`config.mk`:
```
export PLATFORM = sky130hd
export DESIGN_NAME = cpu7_exu_wbarb
export DESIGN_NICKNAME = d
export VERILOG_FILES = /design/src/rtl/cpu7_exu_wbarb_pkg.sv /design/src/rtl/cpu7_exu_wbarb_wbbuf.sv /design/src/rtl/cpu7_exu_wbarb.sv
export SDC_FILE = /design/constraint.sdc
export NUM_CORES = 1
export LEC_CHECK = 0
export ABC_AREA = 1
export BUFFER_PORTS_ARGS = -buffer_cell sky130_fd_sc_hd__buf_2
export CAP_MARGIN = 20
export CORE_ASPECT_RATIO = 0.8
export CORE_MARGIN = 4
export CORE_UTILIZATION = 50
export DETAILED_ROUTE_END_ITERATION = 7
export HOLD_SLACK_MARGIN = 0.02
export PLACE_DENSITY = 0.72
export SLEW_MARGIN = 5
export SYNTH_ARGS = -nofsm -noshare
export SYNTH_HDL_FRONTEND = slang
export SYNTH_HIERARCHICAL = 1
export SYNTH_SLANG_ARGS = --single-unit
```
`constraint.sdc`:
```
create_clock -name clk -period 5.3 [get_ports clk]
set_input_delay 1.06 -clock clk [delete_from_list [all_inputs] [get_ports clk]]
set_output_delay 1.06 -clock clk [all_outputs]
set_load 0.01 [all_outputs]
```
`src/rtl/cpu7_exu_wbarb_pkg.sv`:
```
// exu_wb_defs: shared writeback-arbitration types and defaults
package exu_wb_defs;
  localparam int WB_GRLEN = 32;
  localparam int WB_DEPTH = 4;
  localparam int WB_INFLIGHT = 2;
  typedef struct packed {
    logic                valid;
    logic                kill;
    logic [4:0]          rd;
    logic [WB_GRLEN-1:0] data;
  } wb_entry_t;
  typedef enum logic [1:0] {WB_NONE, WB_LSU, WB_BUF, WB_ALU} wb_src_e;
endpackage

```
`src/rtl/cpu7_exu_wbarb_wbbuf.sv`:
```
// cpu7_exu_wbbuf: in-order ALU result buffer with CAM kill and pending-write query
module cpu7_exu_wbbuf
  import exu_wb_defs::*;
#(
  parameter int DEPTH = WB_DEPTH,
  parameter int GRLEN = WB_GRLEN,
  localparam int PW = $clog2(DEPTH),
  localparam int CW = $clog2(DEPTH + 1)
) (
  input  logic             clk,
  input  logic             reset,
  input  logic             enq_i,
  input  logic [4:0]       enq_rd_i,
  input  logic [GRLEN-1:0] enq_data_i,
  input  logic             pop_i,
  input  logic             pop2_i,
  input  logic             kill_i,
  input  logic [4:0]       kill_rd_i,
  input  logic [4:0]       rs1_i,
  input  logic [4:0]       rs2_i,
  output logic [CW-1:0]    cnt_o,
  output logic             hd_kill_o,
  output logic [4:0]       hd_rd_o,
  output logic [GRLEN-1:0] hd_data_o,
  output logic             nx_kill_o,
  output logic [4:0]       nx_rd_o,
  output logic [GRLEN-1:0] nx_data_o,
  output logic             pend_o
);
  logic [DEPTH-1:0] val_q, kil_q;
  logic [4:0]       rd_q  [DEPTH];
  logic [GRLEN-1:0] dat_q [DEPTH];
  logic [PW-1:0]    hd_q, hd_d, tl_q, tl_d, hd1;
  logic [CW-1:0]    cnt_q, cnt_d;
  logic             full, do_enq;

  function automatic logic [PW-1:0] inc(input logic [PW-1:0] p);
    return (p == PW'(DEPTH - 1)) ? '0 : p + PW'(1);
  endfunction

  assign cnt_o     = cnt_q;
  assign hd_kill_o = kil_q[hd_q];
  assign hd_rd_o   = rd_q[hd_q];
  assign hd_data_o = dat_q[hd_q];
  assign nx_kill_o = kil_q[hd1];
  assign nx_rd_o   = rd_q[hd1];
  assign nx_data_o = dat_q[hd1];

  // pointer/count next state and the live-entry match against decode sources
  always_comb begin
    hd1    = inc(hd_q);
    full   = cnt_q == CW'(DEPTH);
    do_enq = enq_i && !full;
    hd_d   = pop2_i ? inc(hd1) : pop_i ? hd1 : hd_q;
    tl_d   = do_enq ? inc(tl_q) : tl_q;
    cnt_d  = cnt_q + CW'(do_enq) - CW'(pop_i) - CW'(pop2_i);
    pend_o = 1'b0;
    for (int i = 0; i < DEPTH; i++)
      pend_o |= val_q[i] && !kil_q[i] &&
                ((rs1_i != 5'd0 && rd_q[i] == rs1_i) || (rs2_i != 5'd0 && rd_q[i] == rs2_i));
  end

  // entry storage: kill older matches on a load write, pop from head, push at tail
  always_ff @(posedge clk) begin
    if (reset) begin
      val_q <= '0;
      kil_q <= '0;
      hd_q  <= '0;
      tl_q  <= '0;
      cnt_q <= '0;
    end else begin
      assert (!(enq_i && full)) else $error("wbbuf enqueue while full dropped");
      for (int i = 0; i < DEPTH; i++)
        if (kill_i && val_q[i] && rd_q[i] == kill_rd_i) kil_q[i] <= 1'b1;
      if (pop_i) val_q[hd_q] <= 1'b0;
      if (pop2_i) val_q[hd1] <= 1'b0;
      if (do_enq) begin
        val_q[tl_q] <= 1'b1;
        kil_q[tl_q] <= kill_i && kill_rd_i == enq_rd_i;
        rd_q[tl_q]  <= enq_rd_i;
        dat_q[tl_q] <= enq_data_i;
      end
      hd_q  <= hd_d;
      tl_q  <= tl_d;
      cnt_q <= cnt_d;
    end
  end
endmodule

```
`src/rtl/cpu7_exu_wbarb.sv`:
```
// cpu7_exu_wbarb: irf write-port arbiter between load returns and buffered ALU results
module cpu7_exu_wbarb
  import exu_wb_defs::*;
#(
  parameter int DEPTH = WB_DEPTH,
  parameter int GRLEN = WB_GRLEN,
  parameter int INFLIGHT = WB_INFLIGHT,
  localparam int CW = $clog2(DEPTH + 1)
) (
  input  logic             clk,
  input  logic             reset,
  input  logic             alu_wb_valid_m,
  input  logic [4:0]       alu_wb_rd_m,
  input  logic [GRLEN-1:0] alu_wb_data_m,
  input  logic             lsu_wb_valid_m,
  input  logic [4:0]       lsu_wb_rd_m,
  input  logic [GRLEN-1:0] lsu_wb_data_m,
  input  logic [4:0]       dec_rs1_d,
  input  logic [4:0]       dec_rs2_d,
  output logic             wbarb_irf_wen_w,
  output logic [4:0]       wbarb_irf_rd_w,
  output logic [GRLEN-1:0] wbarb_irf_data_w,
  output logic             wbarb_stall_d,
  output logic             wbarb_rs_pend_d,
  output logic [CW-1:0]    wbarb_cnt
);
  logic             lsu_v, alu_v, has1, has2, pop, pop2, alu_dir, enq;
  wb_src_e          src;
  logic             hd_kill, nx_kill;
  logic [4:0]       hd_rd, nx_rd;
  logic [GRLEN-1:0] hd_data, nx_data, buf_data;
  logic [4:0]       buf_rd;
  logic             wen_q, wen_d, stl_q, stl_d;
  logic [4:0]       rd_q, rd_d;
  logic [GRLEN-1:0] data_q, data_d;

  cpu7_exu_wbbuf #(.DEPTH(DEPTH), .GRLEN(GRLEN)) u_buf (
    .clk       (clk),
    .reset     (reset),
    .enq_i     (enq),
    .enq_rd_i  (alu_wb_rd_m),
    .enq_data_i(alu_wb_data_m),
    .pop_i     (pop),
    .pop2_i    (pop2),
    .kill_i    (lsu_v),
    .kill_rd_i (lsu_wb_rd_m),
    .rs1_i     (dec_rs1_d),
    .rs2_i     (dec_rs2_d),
    .cnt_o     (wbarb_cnt),
    .hd_kill_o (hd_kill),
    .hd_rd_o   (hd_rd),
    .hd_data_o (hd_data),
    .nx_kill_o (nx_kill),
    .nx_rd_o   (nx_rd),
    .nx_data_o (nx_data),
    .pend_o    (wbarb_rs_pend_d)
  );

  assign wbarb_irf_wen_w  = wen_q;
  assign wbarb_irf_rd_w   = rd_q;
  assign wbarb_irf_data_w = data_q;
  assign wbarb_stall_d    = stl_q;

  // pick the port owner: load, then buffer head (skipping one killed head), then new ALU result
  always_comb begin
    lsu_v    = lsu_wb_valid_m && lsu_wb_rd_m != 5'd0;
    alu_v    = alu_wb_valid_m && alu_wb_rd_m != 5'd0;
    has1     = wbarb_cnt != '0;
    has2     = wbarb_cnt > CW'(1);
    pop      = !lsu_v && has1;
    pop2     = pop && hd_kill && has2 && !nx_kill;
    alu_dir  = alu_v && !lsu_v && (!has1 || (hd_kill && !has2));
    enq      = alu_v && !alu_dir;
    src      = lsu_v ? WB_LSU : ((pop && !hd_kill) || pop2) ? WB_BUF : alu_dir ? WB_ALU : WB_NONE;
    buf_rd   = hd_kill ? nx_rd : hd_rd;
    buf_data = hd_kill ? nx_data : hd_data;
    wen_d    = src != WB_NONE;
    rd_d     = src == WB_LSU ? lsu_wb_rd_m : src == WB_BUF ? buf_rd : src == WB_ALU ? alu_wb_rd_m : rd_q;
    data_d   = src == WB_LSU ? lsu_wb_data_m : src == WB_BUF ? buf_data : src == WB_ALU ? alu_wb_data_m : data_q;
    stl_d    = int'(wbarb_cnt) + int'(enq) >= DEPTH - INFLIGHT;
  end

  // W-stage write port and registered decode stall
  always_ff @(posedge clk) begin
    if (reset) begin
      wen_q  <= 1'b0;
      rd_q   <= '0;
      data_q <= '0;
      stl_q  <= 1'b0;
    end else begin
      wen_q  <= wen_d;
      rd_q   <= rd_d;
      data_q <= data_d;
      stl_q  <= stl_d;
    end
  end
endmodule

```
; Word-level counts from Yosys, hierarchy flattened
; Memories as Yosys holds them, arrays and structs flattened. A register that Yosys moved wholly into a read port is not among the register bits.
; Cells that the tools add are included.
[totals]
wordCells = 167
input_bits = 88
ram_bits = 148
regBits = 54
memories = 2
output_inout_bits = 43
[classes]
n_bitwise = 8
order_cmp = 8
reduce_logical = 65
addsub = 7
eq_ne = 20
n_mux = 48
[memory_table]
columns = name, depth, word_bits, read_ports, rd_clocked_by_memory_dff, write_ports, line_no
row1 = u_buf.dat_q, 4, 32, 2, 1, 1, cpu7_exu_wbarb_wbbuf.sv:32  ; logic [GRLEN-1:0] dat_q [DEPTH];
row2 = u_buf.rd_q, 4, 5, 6, 1, 1, cpu7_exu_wbarb_wbbuf.sv:31  ; logic [4:0] rd_q [DEPTH];
[op_table]
columns = cell, n
row1 = $mux 32, 4
row2 = $eq 5x5->1, 13
row3 = $logic_and 1x1->1, 40
row4 = $mux 2, 12
row5 = $mux 4, 6
row6 = $mux 5, 4
row7 = $reduce_bool 5->1, 4
row8 = $mux 1, 16
row9 = $logic_not 1->1, 11
row10 = $eq 2x2->1 const B, 5
row11 = $lt 2x3->1 const B, 3
row12 = $and 4x4->4, 2
row13 = $not 4->4, 2
row14 = $add 2x1->2 const B, 3
row15 = $demux 1 s2, 3
row16 = $ge 2x1->1 const B, 3
row17 = $logic_or 1x1->1, 6
row18 = $reduce_bool 3->1, 2
row19 = $sub 3x1->3, 2
row20 = $add 3x1->4, 1
row21 = $bmux 1 s2, 2
row22 = $bwmux 4, 1
row23 = $ge 4x2->1 const B, 1
row24 = $or 4x4->4, 1
row25 = 6 further kinds, 9

; Logic depth before layout (Yosys ltp)
; Gate-level depths: netlist (run 1).
[depth]
depth_word = 14
depth_mapped = 19
depth_no_buf = 16

; Hierarchy
; The synthesis (run 1) kept the hierarchy.
[by_module_without_submodules]
columns = module, area_per_inst_um2, seq_area_each_um2, cells_per_inst, n_inst
row1 = cpu7_exu_wbbuf, 8540.7, 4784.6, 910, 1
row2 = cpu7_exu_wbarb, 2877.8, 780.7, 492, 1

; Worst setup path after synthesis (run 1)
; No wires, ideal clock.
[synth_path]
kind = input port to flip-flop
startpoint = in lsu_wb_rd_m[4]
endpoint = mem u_buf/dat_q[1][0] (netlist name) (enable)
setup_slack_ns = 1.195
required_time_ns = 4.869
arrival_time_ns = 3.674
cell_stages = 10
path_buffers = 2
setup_time_ns = 0.431
cell_sequence = inv_1 > nand3_1 > nand2_2 > buf_2 > buf_2 > a21oi_1 > nand2_2 > inv_1 > nand2_1 > nor2_1
[synth_via]
elab_chain_len = 11
[synth_rtl]
columns = element, line_no
row1 = "start, declared", cpu7_exu_wbarb.sv:16  ; input logic [4:0] lsu_wb_rd_m,
row2 = $reduce_bool 5->1, cpu7_exu_wbarb.sv:66  ; lsu_v = lsu_wb_valid_m && lsu_wb_rd_m != 5'd0;
row3 = $logic_and 1x1->1, cpu7_exu_wbarb.sv:66
row4 = $logic_not 1->1, cpu7_exu_wbarb.sv:72  ; alu_dir = alu_v && !lsu_v && (!has1 || (hd_kill && !has2));
row5 = $logic_and 1x1->1 (2 in a row), cpu7_exu_wbarb.sv:72
row6 = $logic_not 1->1, cpu7_exu_wbarb.sv:73  ; enq = alu_v && !alu_dir;
row7 = $logic_and 1x1->1, cpu7_exu_wbarb.sv:73
row8 = named net enq, cpu7_exu_wbarb.sv:27  ; logic lsu_v, alu_v, has1, has2, pop, pop2, alu_dir, enq;
row9 = $logic_and 1x1->1, cpu7_exu_wbarb_wbbuf.sv:53  ; do_enq = enq_i && !full;
row10 = $mux 1, cpu7_exu_wbarb_wbbuf.sv:77  ; if (do_enq) begin
row11 = $mux 1, cpu7_exu_wbarb_wbbuf.sv:65  ; if (reset) begin
row12 = $mux 1 (implied by the code), cpu7_exu_wbarb_wbbuf.sv:81  ; dat_q[tl_q] <= enq_data_i;
row13 = "end, declared", cpu7_exu_wbarb_wbbuf.sv:32
; The timed path passes the listed nets, and every way through them passes these cells.

; Worst setup path after layout (run 1)
[layout_path]
startpoint = reg u_buf.hd_q[0]
endpoint = reg data_q[24], in the netlist wbarb_irf_data_w[24]
[layout_via]
elab_chain_len = 12
elab_cells_between_ends = 28
cone_classes = 1 x add/sub / 4 x eq/ne / 11 x mux / 11 x reduce/logical / 1 x memory
[layout_rtl]
columns = element, line_no
row1 = "start, declared", cpu7_exu_wbarb_wbbuf.sv:33  ; logic [PW-1:0] hd_q, hd_d, tl_q, tl_d, hd1;
row2 = "start signal, assigned", cpu7_exu_wbarb_wbbuf.sv:68  ; hd_q <= '0;
row3 = "start signal, assigned", cpu7_exu_wbarb_wbbuf.sv:83  ; hd_q <= hd_d;
row4 = $add 2x1->2 or $eq 2x2->1 (tied branches), cpu7_exu_wbarb_wbbuf.sv:38  ; return (p == PW'(DEPTH - 1)) ? '0 : p + PW'(1);
row5 = $mux 2 (*), cpu7_exu_wbarb_wbbuf.sv:38
row6 = $bmux 1 s2 (*), cpu7_exu_wbarb_wbbuf.sv:45  ; assign nx_kill_o = kil_q[hd1];
row7 = $mux 1 (implied by the code) (*), cpu7_exu_wbarb_wbbuf.sv:45
row8 = named net nx_kill, cpu7_exu_wbarb.sv:29  ; logic hd_kill, nx_kill;
row9 = $logic_not 1->1 (*), cpu7_exu_wbarb.sv:71  ; pop2 = pop && hd_kill && has2 && !nx_kill;
row10 = $logic_and 1x1->1 (*), cpu7_exu_wbarb.sv:71
row11 = $logic_or 1x1->1 (*), cpu7_exu_wbarb.sv:74  ; src = lsu_v ? WB_LSU : ((pop && !hd_kill) || pop2) ? WB_BUF : alu_dir ? WB_ALU : WB_NONE;
row12 = $mux 2 (*) (2 in a row), cpu7_exu_wbarb.sv:74
row13 = $eq 2x2->1, cpu7_exu_wbarb.sv:79  ; data_d = src == WB_LSU ? lsu_wb_data_m : src == WB_BUF ? buf_data : src == WB_ALU ? alu_wb_data_m : data_q;
row14 = $mux 32 (2 in a row), cpu7_exu_wbarb.sv:79
row15 = "end signal, assigned", cpu7_exu_wbarb.sv:93  ; data_q <= data_d;
row16 = "end, declared", cpu7_exu_wbarb.sv:35  ; logic [GRLEN-1:0] data_q, data_d;
; Mark *: on every way through the listed nets, which the timed path passes. The rest lies on a longest branch. The select of a mux whose other input is x is not followed.
; A chain may end at the register's enable or synchronous reset.

==> flow_summary.toml, run 1 <==
[grt]
grt_pass1_wl_um = 52580
grt_max_degree = 76
grt-ovfl-total = 0
antenna_found_initial = 2
grt_pass1_vias = 9670
grt_usage_pct = 26.03

[layout]
drive_gt1_share_pct = 17.25
num-nets-final = 1583
area.growth.synth_to_final_pct = 13.54
fin_cells = 1803
multi_input_comb_area_um2 = 5074
final.fill_count = 2010
ff_latch_area_um2 = 5567

[worst_setup_path]
crit_family = "simple AND/OR/NAND/NOR gates"
start_kind = "flip-flop"
cp_num_buf_inv = 4
crit_top_cell = "nand2_1"
worst_setup_path_end_kind = "flip-flop"
path_class = "reg -> reg"
max_stage_delay_ns = 0.76
worst_ep_arrival_time_ns = 4.58
required_ns = 5.74
slowest_stage = "nor2_4"
crit_fanout = 46
path_cells = "ha_1 -> nor2_8 -> inv_4 -> buf_4 -> a21oi_1 -> a21oi_1 -> inv_1 -> nand2_1 -> nand2_1 -> nand3_2 -> buf_4 -> nand2_1 -> nor2_4 -> nand2_1 -> nand2_1"

[job]
drv_cap = 0

[floorplanning]
dieHeight_um = 143.2
core.rowCount = 49
die_area_um2 = 25330
start_util_pct = 50.89
design.core.area_um2 = 22440
die_width_um = 177.0
ios = 131

[drt]
drtIter0Drc = 1371
dr.pass1.iters = 7
drc_errors = 0
num_vias = 10380
drt-total-wl_um = 34000
detail-route-antenna-nets = 0
wl_per_cell_um = 18.86
via_per_inst = 5.759

[placed_design]
numPortBuffers = 130
dp.cells = 1762
hpwl_um = 20570
gp_congestion = 0.9430

[timing]
slew_headroom_pct = 35.23
fin_crit_sh_pct = 78.16
max_slew.worst_pin.slew_ns = 0.9692
fmax_mhz = 241.4
hold_ws_ns = 0.4505
hold_viol = 0
rsz0062_at_grt = "false"
setup_violations = 0
fin_tns_setup_ns = 0
min_period_ns = 4.143
slew_viol_final = 0
finClkSkew_ns = 0.03184

[power_and_ir_drop]
vdd_ir_drop_max_v = 0.0003369
leakagePower_nw = 5.456
p_per_area_nw_per_um2 = 519.4

[clock_network]
clkSlewWorstSetupHoldPaths_ns = 0.06
cts_buffers = 22
htree_levels = 1
post_cts_buffers = 0
clk_latency_ns = 0.52
cts_sinks = 204
cts_tree = "done"
clk_path_buf_depth = 3
post_cts_resized = 0
holdBufCountCts = 0
root_buffer = "clkbuf_16"

[min_path]
hold_path_class = "reg -> reg"

[synthesis]
syn_avg_cell_area_um2 = 8.144
syn_nets = 1505
ys_seq_elements = 204
postSynthCellCount = 1402
synth-seq-area-share_pct = 48.74
async_flop_share_pct = 0
ys_types = 44
synth_warnings = 6
netlist_area_um2 = 11420
synth-main-ff-cell = "edfxtp_1"
synth_edf_count = 148

[outcome]
status = "complete, no violations"
## synth_stat cells, types with 3 or more instances
cell type  instances  share of area [%]
clkinv_1           3              0.099
nor3_1             6               0.26
a21oi_1           25                1.1
o22ai_1           72                3.9
nand3_1           81                3.6
o21ai_1           50                2.2
nand4_1           38                2.1
dfxtp_1           56                9.8
ha_1              14                1.5
nand2_1          322                 11
xor2_1            21                1.6
clkbuf_1          34                1.1
xnor2_1           20                1.5
nor2_1           193                6.3
nand3_2            4               0.35
buf_2             44                1.9
o21a_1             3               0.20
or2_2             33                1.8
o21ai_0          114                5.0
buf_6              6               0.59
nand2_2            3               0.16
inv_1             58                1.9
inv_2             16               0.53
buf_4             13               0.85
edfxtp_1         148                 39
## registers in the layout (all words and copies together) (netlist names), named ones only
name              count
u_buf/dat_q         128
wbarb_irf_data_w     32
u_buf/rd_q           20
wbarb_irf_rd_w        5
u_buf/kil_q           4
u_buf/val_q           4
u_buf/cnt_o           3
u_buf/hd_q            2
u_buf/tl_q            2
wbarb_irf_wen_w       1
wbarb_stall_d         1
## power by group
| part | switching (mW) | internal (mW) | leakage [nW] | total, mW |
|---|---|---|---|---|
| Sequential | 0.121 | 1.91 | 1.80 | 2.03 |
| Clock | 0.629 | 1.07 | 0.396 | 1.70 |
| Combinational | 2.10 | 0.911 | 3.26 | 3.01 |
| Total | 2.85 | 3.89 | 5.46 | 6.73 |
## cells by family (layout without fill, tap and decap cells)
family          count (synthesis)  count (layout)  share of synthesized area (%)
xor+xnor                       41              41                          3.145
compound gates                276             276                          13.38
flops                         204             204                          48.74
buf+inv                       177             271                          7.166
simple gates                  689             689                          25.86
fa+ha+maj                      15              15                          1.709
other cells                     0               1                              0
## layer usage
metal | track usage (%) | vias to the layer above | wire, um
met2 | 39.75 | 638 | 14620
met1 | 38.27 | 4742 | 14800
met4 | 7.041 | 4 | 729
li1 | - | 4917 | -
met3 | 4.976 | 83 | 3827
met5 | 0 | - | 21
## tightest hold or removal path: stages (launching register included)
cell	delay (ns)
dfxtp_1	0.30
nand2_1	0.06
nand2_1	0.04
## through the flow
stage	instance area [um2]	power [mW]	utilization, %	worst slack, ns
floorplan	11420	4.181	-	1.195
global placement	12150	4.934	54.16	1.239
detailed placement	12150	4.971	54.16	1.155
CTS	12960	6.679	57.77	1.176
global route	12960	7.140	57.77	0.8583
finish	12960	6.734	57.78	1.157
## cells in the final DEF (no fill, tap or decap), types with 2 or more instances in the layout
cell and instances:
xnor2_1 20, a221o_1 2, clkinv_1 3, nor2_2 2, a221oi_1 2, o22ai_1 72, nor2_4 4, o21ai_0 114
clkinv_2 2, nand2_2 2, o21a_1 3, inv_4 2, a21boi_0 2, dfxtp_1 55, inv_1 57, a21oi_4 2
inv_2 17, buf_4 21, edfxtp_1 148, o21ai_1 50, nor3_1 6, ha_1 14, buf_2 130, clkbuf_1 5
nand2_1 322, a21oi_1 24, nor2_1 190, bufinv_16 5, xor2_1 21, clkbuf_16 22, nand3_2 4, or2_2 33
nand4_1 38, nand3_1 81, clkbuf_8 4, nand3b_1 2
## final timing paths
path	start	end	slack, ns	depth (start not counted)
max reg2reg	u_buf/hd_q[0]	wbarb_irf_data_w[24]	1.16	15
min	wbarb_irf_data_w[17]	wbarb_irf_data_w[17]	0.45	2
min reg2reg	wbarb_irf_data_w[17]	wbarb_irf_data_w[17]	0.45	2
max	u_buf/hd_q[0]	wbarb_irf_data_w[24]	1.16	15
## area by class of cell
type	instances	share of cell area [%]
clock buffer	31	4.816
clock inverter	9	1.428
tap	306	2.953
multi-input combinational	1021	39.13
antenna	1	0.01930
inverter	79	2.326
timing repair buffer	152	6.389
sequential	204	42.94
Power figures use the tool's default switching activity.
==> inputs of run 2 (changes only) <==
- ABC_AREA: 1 -> 0
- PLACE_DENSITY: 0.72 -> 0.75
- clock period: 5.3 -> 3.6 ns (I/O delays scaled with it)
==> flow_summary.toml, run 2 <==
[outcome]
status = "complete, no violations"

[grt]
grt-ovfl-total = 0
grt_max_degree = 70
grt_pass1_vias = 7845
antenna_found_initial = 2
grt_pass1_wl_um = 43590
grt_usage_pct = 22.55

[synthesis]
netlist_area_um2 = 10910
syn_avg_cell_area_um2 = 12.97
synth_top_cell_area_share_pct = 40.74
ys_seq_elements = 204
ys_types = 56
synthTopCellsByCount = "148 x edfxtp_1, 70 x mux2i_1, 68 x a21oi_1"
synth.most_common_cell = "edfxtp_1"
synth_edf_count = 148
async_flop_share_pct = 0
postSynthCellCount = 841
synth_top_cell_by_area = "edfxtp_1"
synth-main-ff-cell = "edfxtp_1"
synth_area_leaders = "edfxtp_1 41%, dfxtp_1 10%, mux4_2 9.3%, mux2i_1 6.4%, o221a_2 3.2%"
syn_nets = 944
synth_warnings = 6
synth-seq-area-share_pct = 51.02

[timing]
slew_headroom_pct = 29.84
fin_ws_ns = 0.4787
slew_viol_final = 0
hold_viol = 0
rsz0062_at_grt = "false"
fmax_mhz = 320.4
max_slew.worst_pin.slew_ns = 1.052
setup_violations = 0
min_period_ns = 3.121
fin_crit_sh_pct = 86.70
hold_ws_ns = 0.4636
fin_tns_setup_ns = 0
finClkSkew_ns = 0.01206

[drt]
via_per_inst = 6.354
drt-total-wl_um = 28170
drtIter0Drc = 711
num_vias = 7828
detail-route-antenna-nets = 0
drc_errors = 0
wl_per_cell_um = 22.86
dr.pass1.iters = 5

[worst_setup_path]
r2r_slack_ns = 0.48
max_stage_delay_ns = 0.65
slowest_stage = "a2111oi_0"
reg2reg_depth = 7
start_kind = "flip-flop"
worst_ep_arrival_time_ns = 3.47
regToRegEndpoint = "wbarb_irf_rd_w[4]"
r2r-start = "u_buf/hd_q[1]"
path_class = "reg -> reg"
required_ns = 3.95
crit_family = "compound AO/OA/AOI/OAI gates"
crit_fanout = 42
crit_top_cell = "buf_4"
worst_setup_path_end_kind = "flip-flop"
path_cells = "mux4_2 -> buf_4 -> a2bb2oi_1 -> or2_2 -> buf_4 -> a2111oi_0 -> a311oi_2"
cp_num_buf_inv = 2

[min_path]
worstHoldPathCells = 1
hold_start = "alu_wb_data_m[17]"
holdPathEnd = "u_buf/dat_q[0][17]"
hold_path_class = "in -> reg"

[clock_network]
holdBufCountCts = 0
htree_levels = 1
clkSlewWorstSetupHoldPaths_ns = 0.06
cts_tree = "done"
root_buffer = "clkbuf_16"
clk_latency_ns = 0.49
clk_path_buf_depth = 3
post_cts_resized = 0
cts_sinks = 204
post_cts_buffers = 0
cts_buffers = 21

[layout]
largest_register_ffs = 128
ff_latch_area_um2 = 5569
utilization_pct = 57.91
layout_common_cells = "148 x edfxtp_1, 130 x buf_2, 70 x mux2i_1"
multi_input_comb_area_um2 = 4930
drive_gt1_share_pct = 29.53
final.fill_count = 1720
fin_cells = 1232
final_common_cell = "edfxtp_1"
top_register = "u_buf/dat_q"
area.growth.synth_to_final_pct = 14.14
num-nets-final = 1044
design_area_um2 = 12450

[job]
drv_cap = 0

[floorplanning]
dieHeight_um = 140.1
ios = 131
die_area_um2 = 24260
die_width_um = 173.1
core.rowCount = 48
design.core.area_um2 = 21500
start_util_pct = 50.73

[power_and_ir_drop]
vdd_ir_drop_max_v = 0.0003367
leakagePower_nw = 4.316
p_per_area_nw_per_um2 = 666.4
p_total_mw = 8.297

[placed_design]
place_area_um2 = 11770
post-place-ws_ns = 0.5327
numPortBuffers = 130
dp.cells = 1193
hpwl_um = 17460
gp_congestion = 0.9176
## run 2: worst max-delay path by stage
stage,start,to,slack (ns),depth (start not counted)
floorplan,u_buf/hd_q[0],u_buf/cnt_o[2],-0.04,14
global placement,lsu_wb_rd_m[1],u_buf/cnt_o[2],0.58,13
detailed placement,u_buf/hd_q[1],u_buf/cnt_o[2],0.53,11
CTS,u_buf/hd_q[1],wbarb_irf_rd_w[4],0.46,7
global route,u_buf/hd_q[1],wbarb_irf_rd_w[4],0.29,7
finish,u_buf/hd_q[1],wbarb_irf_rd_w[4],0.48,7
## run 2: power breakdown
part           internal [mW]  switching (mW)  total [mW]
sequential              2.81           0.246        3.05
combinational           1.36            1.75        3.11
clock                   1.28           0.851        2.13
## run 2: cells by family after synthesis
group / Yosys count / synth area share [%]
compound gates: 213 / 14.79
flops: 204 / 51.02
simple gates: 134 / 7.399
mux: 115 / 15.71
buf+inv: 95 / 4.072
xor+xnor: 65 / 5.219
fa+ha+maj: 15 / 1.789
## run 2: area by class of cell
type	count	area share (%)
Clock inverter	6	0.6632
Timing Repair Buffer	155	6.934
Tap cell	275	2.764
Inverter	17	0.5125
Sequential cell	204	44.73
Clock buffer	31	4.763
Antenna cell	2	0.04020
Multi-Input combinational cell	542	39.59
## run 2: metal layers
metal,vias to the layer above,wire [um],track usage (%)
met4,0,778,7.263
met3,64,2388,4.371
li1,3512,-,-
met2,367,13070,36.21
met5,-,0,0
met1,3885,11930,31.31
==> inputs of run 3 (changes only) <==
- CORE_UTILIZATION: 50 -> 53
- PLACE_DENSITY: 0.75 -> 0.8
==> flow_summary.toml, run 3 (synthesis results as in run 2) <==
[clock_network]
cts_sinks = 204
post_cts_buffers = 0
cts_tree = "done"
holdBufCountCts = 0
clkSlewWorstSetupHoldPaths_ns = 0.06
cts_buffers = 21
clk_path_buf_depth = 3
root_buffer = "clkbuf_16"
htree_levels = 1
post_cts_resized = 0
clk_latency_ns = 0.50

[power_and_ir_drop]
p_total_mw = 8.386
leakagePower_nw = 4.323
p_per_area_nw_per_um2 = 673.1
vdd_ir_drop_max_v = 0.0004319

[grt]
grt_pass1_vias = 7637
grt_pass1_wl_um = 43170
grt_max_degree = 70
grt_usage_pct = 23.87
antenna_found_initial = 0
grt-ovfl-total = 0

[layout]
largest_register_ffs = 128
num-nets-final = 1042
final_common_cell = "edfxtp_1"
layout_common_cells = "148 x edfxtp_1, 130 x buf_2, 70 x mux2i_1"
drive_gt1_share_pct = 29.66
fin_cells = 1218
top_register = "u_buf/dat_q"
area.growth.synth_to_final_pct = 14.22
diodes = 0
utilization_pct = 62.21

[min_path]
holdPathEnd = "u_buf/dat_q[0][18]"
worstHoldPathCells = 1
hold_start = "alu_wb_data_m[18]"
hold_path_class = "in -> reg"

[placed_design]
dp.cells = 1180
numPortBuffers = 130
hpwl_um = 17870
gp_congestion = 0.9255

[worst_setup_path]
max_stage_delay_ns = 0.96
required_ns = 3.71
regToRegEndpoint = "u_buf/rd_q[2][1]"
worst_setup_path_end_kind = "flip-flop"
path_cells = "mux4_2 -> nor2b_1 -> nor3_1 -> a21boi_0 -> o31a_1 -> and3_2"
crit_fanout = 37
r2r_slack_ns = 0.18
r2r-start = "u_buf/hd_q[1]"
path_class = "reg -> reg"
worst_ep_arrival_time_ns = 3.53
critPathLaunch = "u_buf/hd_q[1]"
slowest_stage = "and3_2"
crit_family = "simple AND/OR/NAND/NOR gates"
cp_num_buf_inv = 0
reg2reg_depth = 6
start_kind = "flip-flop"

[drt]
wl_per_cell_um = 23.02
dr.pass1.iters = 5
drc_errors = 0
detail-route-antenna-nets = 0
num_vias = 7765
via_per_inst = 6.375
drtIter0Drc = 725
drt-total-wl_um = 28040

[timing]
setup_violations = 0
hold_viol = 0
min_period_ns = 3.421
slew_viol_final = 0
slew_headroom_pct = 29.77
rsz0062_at_grt = "true"
fin_crit_sh_pct = 95.03
finClkSkew_ns = 0.009434
fmax_mhz = 292.3
fin_tns_setup_ns = 0
max_slew.worst_pin.slew_ns = 1.053

[floorplanning]
start_util_pct = 54.46
die_area_um2 = 22950
ios = 131
dieHeight_um = 136.3
core.rowCount = 46
die_width_um = 168.4
design.core.area_um2 = 20030

[job]
drv_cap = 0

[outcome]
status = "complete, no violations"
[run 3: cell count changes in the layout (fill, tap and decap cells not counted), sizes merged]
cell / before / now
inv: 17 / 19
diode: 2 / 0
clkbuf: 31 / 28
bufinv: 2 / 3
buf: 155 / 153
clkinvlp: 0 / 1
[run 3: worst max path at each step]
stage | endpoint | slack, ns | depth (start not counted)
floorplan | u_buf/cnt_o[2] | -0.04 | 14
global placement | u_buf/dat_q[2][17] | 0.28 | 6
detailed placement | u_buf/rd_q[3][3] | 0.19 | 6
CTS | u_buf/rd_q[3][4] | 0.19 | 6
global route | u_buf/rd_q[2][1] | -0.04 | 6
finish | u_buf/rd_q[2][1] | 0.18 | 6
[run 3: through the flow]
stage / setup WS (ns) / hold slack [ns] / cell area [um2]
3_5_place_dp: 0.1917 / 0.4780 / 11740
2_1_floorplan: -0.03730 / 0.4456 / 10930
6_report: 0.1788 / 0.4602 / 12460
4_1_cts: 0.1889 / 0.4411 / 12460
5_1_grt: -0.03907 / 0.4510 / 12460
3_3_place_gp: 0.2764 / 0.4674 / 11740
[run 3: worst reg2reg max path, stage by stage (launching register included)]
cell	delay (ns)
dfxtp_1	0.40
mux4_2	0.53
nor2b_1	0.17
nor3_1	0.14
a21boi_0	0.38
o31a_1	0.44
and3_2	0.96
[run 3: cell type report]
type	count	area, um2
multi-input combinational	542	4930
timing repair buffer	153	848.3
sequential	204	5569
inverter	17	63.81
tap	264	330.3
fill	1510	7570
clock buffer	28	581.8
clock inverter	10	136.4
[run 3: metal layers]
| metal | track usage (%) | share of wire (%) |
|---|---|---|
| met1 | 33.99 | 43 |
| met2 | 38.51 | 47 |
| met3 | 4.884 | 8.1 |
| met4 | 4.777 | 1.9 |
| met5 | 0.8696 | 0 |
[run 3: report_power, final]
group          internal (mW)  total [mW]  switching, mW  leakage (nW)
combinational           1.35        3.08           1.72          2.17
sequential              2.81        3.07          0.258          1.80
clock                   1.36        2.24          0.885         0.348
